==> src/rtl/sdram_line_reader.sv <==
// sdram_line_reader: Avalon-MM pipelined master for the SDRAM controller slave.
// Streams LINE_WORDS 16-bit words from a base address into a first-word
// fall-through FIFO for the renderer. When idle it also services single-word
// writes from the game-state logic.
// Optional build macro SDRAM_LINE_READER_STATS_EN adds the stall_cycles and
// max_outstanding statistics outputs.
module sdram_line_reader #(
  parameter int unsigned LINE_WORDS = 640,
  parameter int unsigned FIFO_DEPTH = 16,
  parameter int unsigned ADDR_W     = 25
) (
  input  logic              clk_clk,
  input  logic              reset_reset,
  // Line fetch control
  input  logic              start,
  input  logic [ADDR_W-1:0] base_addr,
  output logic              busy,
  output logic              done,
  // Pixel stream
  output logic [15:0]       pix_data,
  output logic              pix_valid,
  input  logic              pix_ready,
  // Single-word write requests
  input  logic              wr_req,
  input  logic [ADDR_W-1:0] wr_addr,
  input  logic [15:0]       wr_data,
  output logic              wr_ack,
`ifdef SDRAM_LINE_READER_STATS_EN
  output logic [15:0]       stall_cycles,
  output logic [4:0]        max_outstanding,
`endif
  // Avalon-MM master
  output logic [ADDR_W-1:0] sdram_address,
  output logic [1:0]        sdram_byteenable_n,
  output logic              sdram_chipselect,
  output logic [15:0]       sdram_writedata,
  output logic              sdram_read_n,
  output logic              sdram_write_n,
  input  logic [15:0]       sdram_readdata,
  input  logic              sdram_readdatavalid,
  input  logic              sdram_waitrequest
);

  localparam int unsigned PtrW  = $clog2(FIFO_DEPTH);
  localparam int unsigned FcntW = PtrW + 1;
  // Wide enough for LINE_WORDS up to 4095 plus credit arithmetic headroom.
  localparam int unsigned CntW  = 16;

  typedef enum logic [1:0] {StIdle, StRead, StDrain, StWrite} state_e;

  state_e            state_q, state_d;
  logic [ADDR_W-1:0] address_q, address_d;
  logic [15:0]       writedata_q, writedata_d;
  logic              read_n_q, read_n_d;
  logic              write_n_q, write_n_d;
  logic [CntW-1:0]   issue_q, issue_d;
  logic [CntW-1:0]   recv_q, recv_d;

  logic [15:0]       mem_q [FIFO_DEPTH];
  logic [PtrW-1:0]   rd_ptr_q, wr_ptr_q;
  logic [FcntW-1:0]  count_q, count_d;
  logic              push, pop;

  logic              rd_accept, wr_accept, start_ok;
  logic [CntW-1:0]   inflight_d;
  logic              credit;

  // ---------------------------------------------------------------------------
  // Bus-facing outputs come straight from registers
  // ---------------------------------------------------------------------------
  assign sdram_address      = address_q;
  assign sdram_writedata    = writedata_q;
  assign sdram_read_n       = read_n_q;
  assign sdram_write_n      = write_n_q;
  assign sdram_chipselect   = !read_n_q || !write_n_q;
  assign sdram_byteenable_n = 2'b00;
  assign busy               = (state_q != StIdle);

  assign rd_accept = !read_n_q  && !sdram_waitrequest;
  assign wr_accept = !write_n_q && !sdram_waitrequest;
  assign start_ok  = (state_q == StIdle) && start;

  // ---------------------------------------------------------------------------
  // Read FIFO (first-word fall-through)
  // ---------------------------------------------------------------------------
  // Data returning outside a line fetch belongs to nobody and is dropped.
  assign push      = sdram_readdatavalid && ((state_q == StRead) || (state_q == StDrain));
  assign pix_valid = (count_q != '0);
  assign pop       = pix_valid && pix_ready;
  assign pix_data  = mem_q[rd_ptr_q];

  // FIFO occupancy next-state
  always_comb begin
    count_d = count_q;
    if (push && !pop) begin
      count_d = count_q + FcntW'(1);
    end else if (pop && !push) begin
      count_d = count_q - FcntW'(1);
    end
  end

  // FIFO storage; contents need no reset since the pointers define validity
  always_ff @(posedge clk_clk) begin
    if (push) begin
      mem_q[wr_ptr_q] <= sdram_readdata;
    end
  end

  // FIFO pointers and occupancy
  always_ff @(posedge clk_clk) begin
    if (reset_reset) begin
      rd_ptr_q <= '0;
      wr_ptr_q <= '0;
      count_q  <= '0;
    end else begin
      if (push) wr_ptr_q <= wr_ptr_q + PtrW'(1);
      if (pop)  rd_ptr_q <= rd_ptr_q + PtrW'(1);
      count_q <= count_d;
    end
  end

  // Credit guarantees every issued read has a FIFO slot waiting for it.
  assert property (@(posedge clk_clk) disable iff (reset_reset)
                   !(push && !pop && (count_q == FcntW'(FIFO_DEPTH))));

  // ---------------------------------------------------------------------------
  // Issue / receive counters and read credit
  // ---------------------------------------------------------------------------
  // Counter next-state; a new line restarts both counts
  always_comb begin
    issue_d = issue_q;
    recv_d  = recv_q;
    if (start_ok) begin
      issue_d = '0;
      recv_d  = '0;
    end else begin
      if ((state_q == StRead) && rd_accept) issue_d = issue_q + CntW'(1);
      if (push)                             recv_d  = recv_q + CntW'(1);
    end
  end

  // Credit is judged on next-cycle values so that words already popped this
  // cycle free their slot and residual FIFO words from a prior line still count.
  assign inflight_d = (issue_d - recv_d) + CntW'(count_d);
  assign credit     = (inflight_d < CntW'(FIFO_DEPTH));

  // ---------------------------------------------------------------------------
  // Control FSM
  // ---------------------------------------------------------------------------
  // Next-state, bus command and pulse outputs
  always_comb begin
    state_d     = state_q;
    address_d   = address_q;
    writedata_d = writedata_q;
    read_n_d    = read_n_q;
    write_n_d   = write_n_q;
    done        = 1'b0;
    wr_ack      = 1'b0;

    unique case (state_q)
      StIdle: begin
        // A line fetch wins over a simultaneous write request.
        if (start) begin
          state_d   = StRead;
          address_d = base_addr;
          read_n_d  = !credit;
        end else if (wr_req) begin
          state_d     = StWrite;
          address_d   = wr_addr;
          writedata_d = wr_data;
          write_n_d   = 1'b0;
        end
      end

      StRead: begin
        if (rd_accept) begin
          address_d = address_q + ADDR_W'(1);
        end
        // A command held under waitrequest is never withdrawn; only re-decide
        // once nothing is pending on the bus.
        if (read_n_q || rd_accept) begin
          if (issue_d == CntW'(LINE_WORDS)) begin
            read_n_d = 1'b1;
            state_d  = StDrain;
          end else begin
            read_n_d = !credit;
          end
        end
      end

      StDrain: begin
        if (push && (recv_d == CntW'(LINE_WORDS))) begin
          done    = 1'b1;
          state_d = StIdle;
        end
      end

      StWrite: begin
        if (wr_accept) begin
          wr_ack    = 1'b1;
          write_n_d = 1'b1;
          state_d   = StIdle;
        end
      end

      default: begin
        state_d   = StIdle;
        read_n_d  = 1'b1;
        write_n_d = 1'b1;
      end
    endcase
  end

  // FSM, bus command and counter registers
  always_ff @(posedge clk_clk) begin
    if (reset_reset) begin
      state_q     <= StIdle;
      address_q   <= '0;
      writedata_q <= '0;
      read_n_q    <= 1'b1;
      write_n_q   <= 1'b1;
      issue_q     <= '0;
      recv_q      <= '0;
    end else begin
      state_q     <= state_d;
      address_q   <= address_d;
      writedata_q <= writedata_d;
      read_n_q    <= read_n_d;
      write_n_q   <= write_n_d;
      issue_q     <= issue_d;
      recv_q      <= recv_d;
    end
  end

`ifdef SDRAM_LINE_READER_STATS_EN
  // ---------------------------------------------------------------------------
  // Optional statistics
  // ---------------------------------------------------------------------------
  logic [15:0]     stall_q;
  logic [4:0]      max_out_q;
  logic [CntW-1:0] outstanding;
  logic            cmd_stall;

  assign outstanding     = issue_q - recv_q;
  assign cmd_stall       = (!read_n_q || !write_n_q) && sdram_waitrequest;
  assign stall_cycles    = stall_q;
  assign max_outstanding = max_out_q;

  // Saturating stall counter and outstanding-read high-water mark
  always_ff @(posedge clk_clk) begin
    if (reset_reset) begin
      stall_q   <= '0;
      max_out_q <= '0;
    end else if (start_ok) begin
      stall_q   <= '0;
      max_out_q <= '0;
    end else begin
      if (cmd_stall && (stall_q != 16'hFFFF)) begin
        stall_q <= stall_q + 16'd1;
      end
      if (outstanding > CntW'(max_out_q)) begin
        max_out_q <= outstanding[4:0];
      end
    end
  end
`endif

endmodule
==> config.mk <==
export PLATFORM = sky130hd
export DESIGN_NAME = sdram_line_reader
export DESIGN_NICKNAME = d
export VERILOG_FILES = /design/src/rtl/sdram_line_reader.sv
export SDC_FILE = /design/constraint.sdc
export NUM_CORES = 1
export LEC_CHECK = 0
export ABC_AREA = 1
export CAP_MARGIN = 10
export CORE_ASPECT_RATIO = 0.7
export CORE_MARGIN = 1
export CORE_UTILIZATION = 55
export CTS_BUF_LIST = sky130_fd_sc_hd__clkbuf_8
export CTS_CLUSTER_DIAMETER = 50
export DETAILED_ROUTE_END_ITERATION = 16
export PLACE_DENSITY = 0.77
export SYNTH_ARGS = -nofsm -noshare
export SYNTH_HDL_FRONTEND = slang
export SYNTH_SLANG_ARGS = --single-unit
==> constraint.sdc <==
create_clock -name clk_clk -period 4.6 [get_ports clk_clk]
set_clock_uncertainty 0.2 [all_clocks]
set_input_delay 1.15 -clock clk_clk [delete_from_list [all_inputs] [get_ports clk_clk]]
set_output_delay 1.15 -clock clk_clk [all_outputs]
set_load 0.05 [all_outputs]
==> metrics list, run 1 <==
- The first TritonRoute pass finished after 7 iterations.
- STA classifies the critical path endpoint as an output port.
- Primary flip-flop cell chosen by synthesis mapping: sky130_fd_sc_hd__edfxtp_1
* P_leak: 0.00773 µW
- Once placement finished, the instance area stood at 0.0191 mm².
* Post-synthesis instance area: 0.0167 mm²
* Terminus of the critical flop-to-flop path: sdram_read_n
- Clock tree synthesis found a total of 350 sinks.
* Category of the worst setup path launch point: input port
- The critical path runs through a total of 14 cells.
* Relative area change from synthesis to final layout: 20.3%
- By startpoint and endpoint, the worst setup path is classified as in -> out.
- The run finished with clean final reports.
- Number of primary I/O pins: 155
* Routed wire per std cell: ~18 µm
- The initial utilization of the core area, before any placement, comes to 0.568.
* Largest family of logic cells by synthesized area: simple AND/OR/NAND/NOR gates
* Worst relative slew slack: 0.318
* Actual slew at the worst max-slew pin: 1.02 ns
* Signal arrival time at the worst endpoint: 3.20 ns
* Multiplexer fraction of the synthesized cell area: 0.0383
* Most repeated library cell on the critical path: sky130_fd_sc_hd__nand3_1
- In the final design database the tool counted 2081 nets.
- Area of the die: 0.0311 mm²
- The compound-cell area share of the yosys netlist is 0.131.
- In this run the deepest clock path goes through 3 buffers.
* HPWL reported at the end of detailed placement: 28700 µm
* Diodes inserted: 0
- Post-Layout Cell Count: 2393
- In the global route stage, met1 resource usage came out at 0.405.
- Number of synthesis warnings: 0
- Post-synth ARST share: 0
* Clock buffers created by TritonCTS: 52
- For this run, the total global-route usage over all layers was measured as 0.276.
* Synthesized instance count: approximately 1700
* Global-route wire length before repair: 66700 µm
- Count of placed standard cells including taps: 2297
- Fraction of the cycle the final worst path needs: 0.988
- Cell Pwr Density: ~530 mW/mm²
* Final count of pins violating max slew: 0
- Post-route design area: just over 0.02 mm²
- Final wirelength: around 43000 µm
- Of the total synthesized cell area, the portion taken by AND, OR, NAND and NOR gates is 0.153.
* Register bit count reported by yosys: 350
- Final ANT Viol Nets: 0
- Entering global routing, the biggest net connects 115 pins.
* CP max stage delay: between 0.4 and 0.5 ns
- In the post-route analysis, the smallest setup slack over all paths is 0.0530 ns.
- Endpoints failing setup: 0
* Number of failing hold endpoints at the final stage: 0
* Worst EP required: 3.25 ns
* Share of synthesized cell area in full adder, half adder and majority cells: 0.0347
- Worst-case register-to-register setup slack: around 0.6 ns
- Clock insertion delay at the later pin of the skew report: 0.60 ns
- Starting DRT DRC Count: 1445
- Cell type of the slowest stage on the worst timing path: sky130_fd_sc_hd__clkdlybuf4s50_1
* Critical path destination: done
- Across all layers, the routed design uses 13300 vias.
* Vert. Die Dim: 148 µm
- For this run, the register share of the synthesized area comes to 0.572.
* Final GP Congestion: 0.901
* Class of the tightest hold or removal check: reg -> reg
- The region available for standard cell placement spans approximately 0.029 mm².
- Clock period minus worst slack: 4.55 ns
- The number of cells on the worst reg-to-reg path is 27.
* Buffers on Ports: 152
- Global route hottest layer: met2
- Tracing the worst setup path back leads to its startpoint at sdram_readdatavalid.
- Yosys mapped a number of flops with a built-in enable equal to 256.
- In this run the number of H-tree levels came out at 2.
- Gate family responsible for the most delay along the worst path: simple AND/OR/NAND/NOR gates
* Cell chain of the critical path: clkdlybuf4s50_1, nand2_2, inv_2, buf_4, nand3_1, inv_1, nand3_1, nand3b_1, nand3_1, nand2_1, nor2_2, nand3_2, nor2_4, buf_12
- The average instance in the mapped netlist occupies 9.66 µm².
- In the routed layout, each cell is associated on average with a via count of about 5.6.
* Number of antenna violations at the first check in global routing: 1
- After detailed routing, the number of remaining DRC violations is 0.
- Pre-CTS WS: -0.0983 ns
- TritonCTS clock tree: yes
* Share of cells above drive strength 1: 0.112
- The design draws around 11000 µW.
- Along the worst path, the maximum fanout reaches 5.
* Met3 track utilization from global routing: 0.0433
- The cell sitting at the root of the clock tree is a sky130_fd_sc_hd__clkbuf_8.
- Counting both buffers and inverters, the worst setup path holds a total of 5.
- Clock transition at the registers of the reported paths: 0.06 ns
- Peak clock frequency supported by timing: 220 MHz
* Worst VDD drop: 0.343 mV
* Critical register-to-register path startpoint: count_q[0]
- For met2 alone, demand over resource in global routing was 0.425.
* Distinct cells, synth: 47
- Rows: 52
- The number of global-route vias before repair came to 12500.
* Max Cap Violations: 0
- Summed over all layers, the global routing overflow is 0.
- The floorplan step set the die width to 210 µm.
* Parity-gate share of the synthesized area counting xor and xnor cells: 0.00726
-- how the worst min path moves through the flow --
stage,from,endpoint,slack [ns],cells past startpoint
after floorplan,rd_ptr_q[2],flip-flop,0.24,1
after global placement,sdram_writedata[6],sdram_writedata[6],0.25,2
after detailed placement,sdram_writedata[10],sdram_writedata[10],0.25,2
after CTS,sdram_writedata[10],sdram_writedata[10],0.26,2
after global routing,sdram_writedata[11],sdram_writedata[11],0.29,2
final,sdram_writedata[10],sdram_writedata[10],0.26,2
-- registers in the layout, summed over array words and instances (netlist names), named ones only --
| name | cells |
|---|---|
| rd_ptr_q | 4 |
| mem_q | 256 |
| recv_q | 16 |
| state_q | 2 |
| issue_q | 16 |
| sdram_writedata | 16 |
| count_q | 5 |
| wr_ptr_q | 4 |
| sdram_read_n | 1 |
| sdram_write_n | 1 |
| sdram_address | 25 |
-- layer usage --
| metal | wire [µm] | vias to the layer above |
|---|---|---|
| li1 | - | 6439 |
| met1 | 19500 | 6320 |
| met2 | 19100 | 523 |
| met3 | 3380 | 64 |
| met4 | 874 | 0 |
| met5 | 0 | - |
-- cell type report --
| class | instances | area, µm² |
|---|---|---|
| clock buffer | 53 | 729 |
| clock inverter | 41 | 204 |
| fill | 2250 | 9300 |
| inverter | 197 | 739 |
| multi-input combinational | 1108 | 6160 |
| sequential | 350 | 9580 |
| tap | 405 | 507 |
| timing repair buffer | 239 | 2190 |
-- worst reg2reg max path: cells and delay by family, from the launching register on --
family,cells,cell delay [ns]
and+or+nand+nor,14,1.30
buffers and inverters,5,0.50
adders and majority gates,3,0.94
AOI/OAI and AO/OA,4,0.48
DFF,1,0.33
xor gates and xnor gates,1,0.14
-- synth_stat cells (all sizes together), types with 40 or more instances --
library cell	number	area (µm²)
dfxtp	94	1880
a21oi	121	606
nand2	247	935
nor2	192	774
ha	40	500
edfxtp	256	7690
mux2i	64	641
nand3	102	538
clkbuf	49	184
inv	195	732
o211ai	65	488
o21ai	171	856
-- layout by cell type (no fill, tap or decap), types with 6 or more instances in the layout --
master and instances:
sky130_fd_sc_hd__edfxtp_1 256, sky130_fd_sc_hd__nand2_1 243, sky130_fd_sc_hd__inv_1 205, sky130_fd_sc_hd__o21ai_0 168, sky130_fd_sc_hd__nor2_1 162, sky130_fd_sc_hd__clkdlybuf4s50_1 136, sky130_fd_sc_hd__a21oi_1 121, sky130_fd_sc_hd__nand3_1 97
sky130_fd_sc_hd__buf_4 97, sky130_fd_sc_hd__dfxtp_1 91, sky130_fd_sc_hd__o211ai_1 65, sky130_fd_sc_hd__mux2i_1 64, sky130_fd_sc_hd__clkbuf_8 53, sky130_fd_sc_hd__ha_1 40, sky130_fd_sc_hd__nor2_2 25, sky130_fd_sc_hd__a31oi_1 19
sky130_fd_sc_hd__nand4_1 17, sky130_fd_sc_hd__nor3_1 16, sky130_fd_sc_hd__clkinv_1 14, sky130_fd_sc_hd__inv_2 9, sky130_fd_sc_hd__xnor2_1 7, sky130_fd_sc_hd__o21bai_1 6
-- what timing repair did --
item | 4_1_cts | 5_1_grt
pin swaps | 0 | 3
setup buffers | 0 | 2
endpoints found under the setup margin | 1 | 2
gates resized for setup | 1 | 5
hold buffers | 0 | 0
-- where the power goes --
part	switching (µW)	total (µW)	internal (µW)
logic	2970	4530	1560
registers	244	3870	3620
clock network	1180	2300	1130
total	4390	10700	6310
-- through the flow --
stage	hold WS [ns]	utilization	TNS (ns)
global route	0.292	0.684	-0.00722
global placement	0.253	0.651	-0.0785
finish	0.265	0.684	0
CTS	0.264	0.682	0
floorplan	0.235	-	0
detailed placement	0.254	0.651	-0.115
-- kinds of logic (layout without fill, tap and decap cells) --
kind of cell	Yosys count	in the layout
multiplexers	64	64
adder cells (fa/ha/maj)	44	44
flip-flops	350	350
AO/OA/AOI/OAI	393	393
XOR/XNOR	13	13
AND/OR/NAND/NOR	592	592
buffers and inverters	273	530
other	1	2
Note: power is estimated with default switching activity, not from simulation.
==> run 2: changes to the inputs <==
--- a/config.mk
+++ b/config.mk
@@ -11,9 +11,9 @@
 export CORE_MARGIN = 1
 export CORE_UTILIZATION = 55
 export CTS_BUF_LIST = sky130_fd_sc_hd__clkbuf_8
-export CTS_CLUSTER_DIAMETER = 50
 export DETAILED_ROUTE_END_ITERATION = 16
 export PLACE_DENSITY = 0.77
+export SETUP_SLACK_MARGIN = 0.1
 export SYNTH_ARGS = -nofsm -noshare
 export SYNTH_HDL_FRONTEND = slang
 export SYNTH_SLANG_ARGS = --single-unit
==> metrics list, run 2 (synthesized netlist as in run 1, its figures left out) <==
* Status: completed
* Diodes inserted: 0 (unchanged)
- Power consumption: 10700 µW (about the same)
- H-Tree Depth: 2 (unchanged)
- The tightest min-delay check is of the reg -> reg type.
- Clock tree buffer depth: 3 (unchanged)
* Horizontal die dimension: 210 µm (unchanged)
- The global-route wire length before repair was 66800 µm (+0.12%).
- Maximum number of pins on one net before global-route repair: 115 (unchanged)
- Initial Utilization: 0.568 (unchanged)
- The total track usage is 0.276 (+0.000378).
* P_leak: 0.00777 µW (+0.48%)
- The worst hold slack was 0.265 ns (+0.000104 ns).
- Actual slew at the worst max-slew pin: 1.00 ns (-0.0169 ns)
* Signal arrival time at the worst endpoint: 3.06 ns (-0.14 ns)
* Switching pwr: 4390 µW (about the same)
* Critical Path Sink Type: output port
- Final wirelength: 43300 µm (+0.83%)
- Combinational group share of total power: 0.426 (+0.003)
- Net switching share of the total power: 0.410 (about the same)
* Clock insertion delay at the later pin of the skew report: 0.59 ns (about the same)
- Share of cells above drive strength 1: 0.116 (+0.00447)
- The tree is rooted in a sky130_fd_sc_hd__clkbuf_8.
- The library cells used most frequently in the layout, excluding fill and tap cells, are sky130_fd_sc_hd__edfxtp_1 (256), sky130_fd_sc_hd__nand2_1 (242), sky130_fd_sc_hd__inv_1 (206).
- Sink count of the clock tree: 350 (unchanged)
- The total setup violations reported at the end of the flow is 0 (unchanged).
- Routed vias: 13300 (-0.27%)
* Via density per instance: 5.56 (-0.31%)
* WS Path Type: in -> out
- Number of failing hold endpoints at the final stage: 0 (unchanged)
- The slowest stage of the critical path is the sky130_fd_sc_hd__clkdlybuf4s50_1 cell.
* Worst VDD drop: 0.343 mV (about the same)
* Cell chain of the critical path: clkdlybuf4s50_1, nand2_2, buf_12, buf_6, nand2_1, nor2_2, nand2_1, nor2_1, nand2_1, nor2_2, nand3_2, nor2_4, buf_12
* Number of fill cells: 2230 (-0.89%)
* Remaining global-route overflow: 0 (unchanged)
- Setup repair after global routing could not meet its margin everywhere.
- Fraction of the cycle the final worst path needs: 0.959 (-0.0290)
* Clock period minus worst slack: 4.41 ns (-0.133 ns)
- The cell count of the worst reg-to-reg path is 27 (unchanged).
* Max Cap Violations: 0 (unchanged)
* Peak clock frequency supported by timing: 227 MHz (+3.0%)
* Category of the worst setup path launch point: input port
- The routed wirelength normalized by instance count came to 18.1 µm (+0.79%).
- Worst Hold Path Cells: 2 (unchanged)
- The number of rows created at floorplan is 52 (unchanged).
- The starting DRC count in detailed routing is 1471 (+1.8%).
- Tracing the worst setup path back leads to its startpoint at start.
- Worst EP required: 3.25 ns (about the same)
- Register with the most flip-flops: mem_q
* TritonCTS clock tree: yes
* Clock buffers created by TritonCTS: 51 (-1.9%)
- The fraction of power consumed by the clock network was 0.212 (-0.003).
- HPWL reported at the end of detailed placement: 28700 µm (unchanged)
* Number of primary I/O pins: 155 (unchanged)
* Worst relative slew slack: 0.329 (+0.0113)
- Via count of the first global-routing pass: 12500 (+0.040%)
- The most critical setup path has its endpoint at done.
* DRC violation count after routing: 0 (unchanged)
- Max FFs per register: 256 (unchanged)
* Pre-antenna DRT Iters: 5 (-2)
- The number of buffers and inverters on the critical path came to 4 (-1).
- Buffers on Ports: 152 (unchanged)
- Number of antenna violations at the first check in global routing: 1 (unchanged)
- The number of nets in the layout is 2083 (+0.096%).
* Gate family responsible for the most delay along the worst path: simple AND/OR/NAND/NOR gates
- Internal power: 6310 µW (about the same)
- The height of the die came to 148 µm (unchanged).
- Clock transition at the registers of the reported paths: 0.06 ns (about the same)
- Most common library cell in the layout ignoring fill and taps: sky130_fd_sc_hd__edfxtp_1
* Instance count on the critical path: 13 (-1)
- Relative to the synthesized area, the layout overhead comes to 20.8%.
- Reg power frac: 0.361 (about the same)
- Final ANT Viol Nets: 0 (unchanged)
* Most repeated library cell on the critical path: sky130_fd_sc_hd__nand2_1
- The endpoint identified for the worst register-to-register timing path is sdram_read_n.
- The placeable core region is 0.0294 mm² (unchanged).
* Critical register-to-register path startpoint: count_q[0]
- Final GP Congestion: 0.901 (unchanged)
- The power density normalized to cell area is 530 mW/mm² (-0.36%).
- Area of the die: 0.0311 mm² (unchanged)
- CP max stage delay: 0.46 ns (about the same)
- The maximum fanout along the worst path came to 11 (+6).
- The number of max-slew violations in the final report was 0 (unchanged).
- The slack of the worst reg-to-reg path came to 0.61 ns (about the same).
-- run 2: layout make-up --
cell class / count / area (µm²) / area share
multi-input cells: 1108 / 6200 / 0.307
clock inverters: 40 / 198 / 0.00979
flip-flops and latches: 350 / 9580 / 0.474
inverters: 197 / 748 / 0.0371
repair buffers: 242 / 2250 / 0.111
well taps: 405 / 507 / 0.0251
clock buffers: 52 / 716 / 0.0354
-- run 2: per-layer routing --
metal  track usage  wire (µm)  part of all wire  up-vias
li1              -          -                 -     6439
met1         0.406      19800              0.46     6310
met2         0.426      19400              0.45      496
met3        0.0436       3260             0.075       65
met4        0.0790        857             0.020        0
met5             0          0                 0        -
-- run 2: per-stage QoR --
step	util	instance area [µm²]	setup WS (ns)	setup TNS (ns)	std cells
3_3_place_gp	0.651	19100	-0.0785	-0.0785	2297
5_1_grt	0.687	20200	0.0861	0	2394
4_1_cts	0.682	20100	0.104	0	2389
6_report	0.687	20200	0.186	0	2394
2_1_floorplan	-	16700	0.224	0	1731
3_5_place_dp	0.651	19100	-0.0983	-0.115	2297
-- run 2: worst register-to-register path: stages (launching register included) --
cell and delay [ns]:
sky130_fd_sc_hd__dfxtp_1 0.32, sky130_fd_sc_hd__inv_1 0.11, sky130_fd_sc_hd__ha_1 0.15, sky130_fd_sc_hd__inv_1 0.04, sky130_fd_sc_hd__nor3_1 0.21, sky130_fd_sc_hd__nand2_1 0.12
sky130_fd_sc_hd__nand2_1 0.09, sky130_fd_sc_hd__buf_4 0.15, sky130_fd_sc_hd__nand2_1 0.08, sky130_fd_sc_hd__inv_1 0.11, sky130_fd_sc_hd__nand2_1 0.05, sky130_fd_sc_hd__o21ai_0 0.07
sky130_fd_sc_hd__inv_1 0.09, sky130_fd_sc_hd__nor2_1 0.13, sky130_fd_sc_hd__a21oi_1 0.07, sky130_fd_sc_hd__fa_1 0.44, sky130_fd_sc_hd__ha_1 0.35, sky130_fd_sc_hd__a21oi_1 0.21
sky130_fd_sc_hd__o21a_1 0.13, sky130_fd_sc_hd__nand2_1 0.10, sky130_fd_sc_hd__nand2_1 0.07, sky130_fd_sc_hd__nand2_1 0.06, sky130_fd_sc_hd__xnor2_1 0.14, sky130_fd_sc_hd__nand3_1 0.12
sky130_fd_sc_hd__nor2_1 0.10, sky130_fd_sc_hd__nand3_1 0.07, sky130_fd_sc_hd__nand2_1 0.06, sky130_fd_sc_hd__nand2_1 0.04
-- run 2: worst min-delay path by stage --
stage | startpoint | end | slack (ns)
after global placement | sdram_writedata[6] | sdram_writedata[6] | 0.25
final | sdram_writedata[10] | sdram_writedata[10] | 0.27
after global routing | sdram_writedata[11] | sdram_writedata[11] | 0.29
after floorplan | rd_ptr_q[2] | flip-flop | 0.24
after CTS | sdram_writedata[10] | sdram_writedata[10] | 0.26
after detailed placement | sdram_writedata[10] | sdram_writedata[10] | 0.25
-- run 2: power by group through the flow --
stage | sequential [µW] | combinational (µW) | clock, µW
4_1_cts | 3880 | 4460 | 2300
3_3_place_gp | 3940 | 4360 | 0
5_1_grt | 3900 | 4990 | 2450
2_1_floorplan | 4170 | 2850 | 0
6_report | 3870 | 4560 | 2270
3_5_place_dp | 3950 | 4440 | 0
-- run 2: timing repair --
action,in CTS,in global routing
hold buffers,0,0
setup buffers,0,4
gates cloned,0,1
pin swaps,1,14
setup endpoints to repair,1,2
gates resized for setup,5,18
==> run 3: changes to the inputs <==
--- a/config.mk
+++ b/config.mk
@@ -12,7 +12,9 @@
 export CORE_UTILIZATION = 55
 export CTS_BUF_LIST = sky130_fd_sc_hd__clkbuf_8
 export DETAILED_ROUTE_END_ITERATION = 16
-export PLACE_DENSITY = 0.77
+export DONT_BUFFER_PORTS = 1
+export HOLD_SLACK_MARGIN = 0.1
+export PLACE_DENSITY = 0.7
 export SETUP_SLACK_MARGIN = 0.1
 export SYNTH_ARGS = -nofsm -noshare
 export SYNTH_HDL_FRONTEND = slang
==> metrics list, run 3 (synthesized netlist as in run 1, its figures left out) <==
- Most common library cell in the layout ignoring fill and taps: sky130_fd_sc_hd__edfxtp_1
- The post-route fraction of the period consumed by the critical path came to 0.927 (-0.0321).
- Class of the tightest hold or removal check: reg -> reg
* Maximum number of pins on one net before global-route repair: 65 (-43%)
* Clock transition at the registers of the reported paths: 0.06 ns (about the same)
- The placed instance area came to 0.0173 mm² (-9.7%).
- The number of buffers added on ports is 0 (-100%).
- Clock buffers created by TritonCTS: 52 (+2.0%)
- The maximum buffer depth of the clock tree is 3 (unchanged).
* Cell type of the slowest stage on the worst timing path: sky130_fd_sc_hd__dfxtp_4
* Category of the worst setup path launch point: flip-flop
- The number of antenna cells inserted is 0 (unchanged).
* Share of cells above drive strength 1: 0.0928 (-0.0233)
- DRC violation count after routing: 0 (unchanged)
- The leakage power summed over all cells came to 0.00693 µW (-11%).
- The sink count of the clock tree is 350 (unchanged).
- Clock Root Buffer: sky130_fd_sc_hd__clkbuf_8
- Number of primary I/O pins: 155 (unchanged)
- RSZ-0062 raised after global routing: false
* Post-route design area: 0.0183 mm² (-9.5%)
- The detailed-route vias per instance was 5.58 (+0.44%).
- The endpoint identified for the worst register-to-register timing path is sdram_read_n.
- The delay of the slowest cell on the worst path is 0.84 ns (+0.38 ns).
* Utilization after layout: 0.621 (-0.0655)
- Cell Pwr Density: 552 mW/mm² (+4.2%)
- Number of antenna violations at the first check in global routing: 0 (-1)
* Clock insertion delay at the later pin of the skew report: 0.60 ns (about the same)
- Critical Path Sink Type: output port
- The H-tree level count is 2 (unchanged).
* Buffers and inverters on the worst path: 1 (-3)
* Endpoints failing setup: 0 (unchanged)
- The placeable core region was 0.0294 mm² (unchanged).
- From synthesis to final layout, the design area changed by 9.26%.
- Final GP Congestion: 0.895 (-0.71%)
- The number of instances in the placed design came to 2097 (-8.7%).
- Signal arrival time at the worst endpoint: 2.92 ns (-0.14 ns)
- Status: completed
- HPWL reported at the end of detailed placement: 25700 µm (-11%)
- The number of max-slew violations in the final report came to 0 (unchanged).
* Via count of the first global-routing pass: 11300 (-10%)
- Gate family responsible for the most delay along the worst path: flip-flops
* Biggest fanout along the worst timing path: 63 (+52)
- In the layout the commonest cells are sky130_fd_sc_hd__edfxtp_1 (256), sky130_fd_sc_hd__nand2_1 (243), sky130_fd_sc_hd__inv_1 (210).
* Initial Utilization: 0.568 (unchanged)
- The global-route wire length before repair is 61800 µm (-7.4%).
* Clock period minus worst slack: 4.27 ns (-0.148 ns)
- The worst hold slack was 0.270 ns (+0.00496 ns).
- Cell chain of the critical path: buf_4, mux2i_1, o21ai_0, o211ai_1, nand2_1
- The routed wirelength normalized by instance count is 18.0 µm (-0.20%).
- The cell count of the worst reg-to-reg path was 27 (unchanged).
- The number of buffers inserted for hold repair after clock tree synthesis was 0 (unchanged).
* Summed negative setup slack over all endpoints: 0 ns (unchanged)
- The number of nets in the layout is 1881 (-9.7%).
* Max Cap Violations: 0 (unchanged)
- The depth of the critical timing path with buffers and inverters included is 5 (-8).
- Register with the most flip-flops: mem_q
* Critical register-to-register path startpoint: count_q[0]
* Worst-case register-to-register setup slack: 0.47 ns (-0.14 ns)
* Critical path destination: pix_data[14]
- The number of routed nets with antenna violations is 0 (unchanged).
- The number of rows created at floorplan was 52 (unchanged).
* Pre-antenna DRT Iters: 5 (unchanged)
- The worst supply voltage drop on vdd was 0.304 mV (-12%).
* WS Path Type: reg -> out
- Remaining global-route overflow: 0 (unchanged)
- The headroom to the max-slew limit came to 0.323 (-0.00602).
- Max FFs per register: 256 (unchanged)
* Horizontal die dimension: 210 µm (unchanged)
- The via total after detailed routing is 12300 (-7.9%).
- TritonCTS built the clock tree.
- The transition time of the tightest slew-check pin is 1.01 ns (+0.00929 ns).
* Number of failing hold endpoints at the final stage: 0 (unchanged)
* Starting DRT DRC Count: 1202 (-18%)
- GRT Util Overall: 0.256 (-0.0207)
- The highest clock rate came to 234 MHz (+3.5%).
* Final wirelength: 39600 µm (-8.5%)
- The required time of the critical path is 3.25 ns (about the same).
- Vert. Die Dim: 148 µm (unchanged)
- Post-Layout Cell Count: 2194 (-8.4%)
- Area of the die: 0.0311 mm² (unchanged)
==> run 3: routing by layer <==
| layer | routed length [µm] | part of all wire | GRT usage | vias to the layer above |
|---|---|---|---|---|
| met5 | 0 | 0 | 0 | - |
| met4 | 612 | 0.015 | 0.0601 | 0 |
| met3 | 3370 | 0.085 | 0.0527 | 53 |
| met2 | 16600 | 0.42 | 0.374 | 413 |
| met1 | 19000 | 0.48 | 0.389 | 5746 |
| li1 | - | - | - | 6040 |
==> run 3: where the power goes <==
part	total [µW]	switching [µW]	internal, µW
registers	4250	626	3620
logic	3570	2440	1130
clock network	2270	1170	1100
total	10100	4230	5860
==> run 3: metrics by stage <==
step / power, µW / setup slack [ns]
floorplan: 7030 / 0.224
global placement: 7750 / 0.223
detailed placement: 7800 / 0.214
CTS: 10100 / 0.161
global route: 10800 / 0.0824
finish: 10100 / 0.334
==> run 3: layout make-up <==
class	count	area [µm²]
clock buffers	55	757
multi-input cells	1109	6200
clock inverters	40	165
flip-flops and latches	350	9580
well taps	405	507
fillers	2440	11100
repair buffers	38	318
inverters	197	739
==> run 3: worst min path at each step <==
stage | from | endpoint | slack [ns] | cells after the start
floorplan | rd_ptr_q[2] | flip-flop | 0.24 | 1
global placement | rd_ptr_q[3] | flip-flop | 0.26 | 2
detailed placement | rd_ptr_q[2] | flip-flop | 0.26 | 1
CTS | rd_ptr_q[2] | flip-flop | 0.27 | 1
global route | rd_ptr_q[2] | flip-flop | 0.32 | 1
finish | rd_ptr_q[2] | flip-flop | 0.27 | 1
==> run 3: what timing repair did <==
action	in CTS	in global routing
gates resized for setup	0	15
endpoints found under the setup margin	0	2
buffers inserted	0	1
hold endpoints to repair	0	0
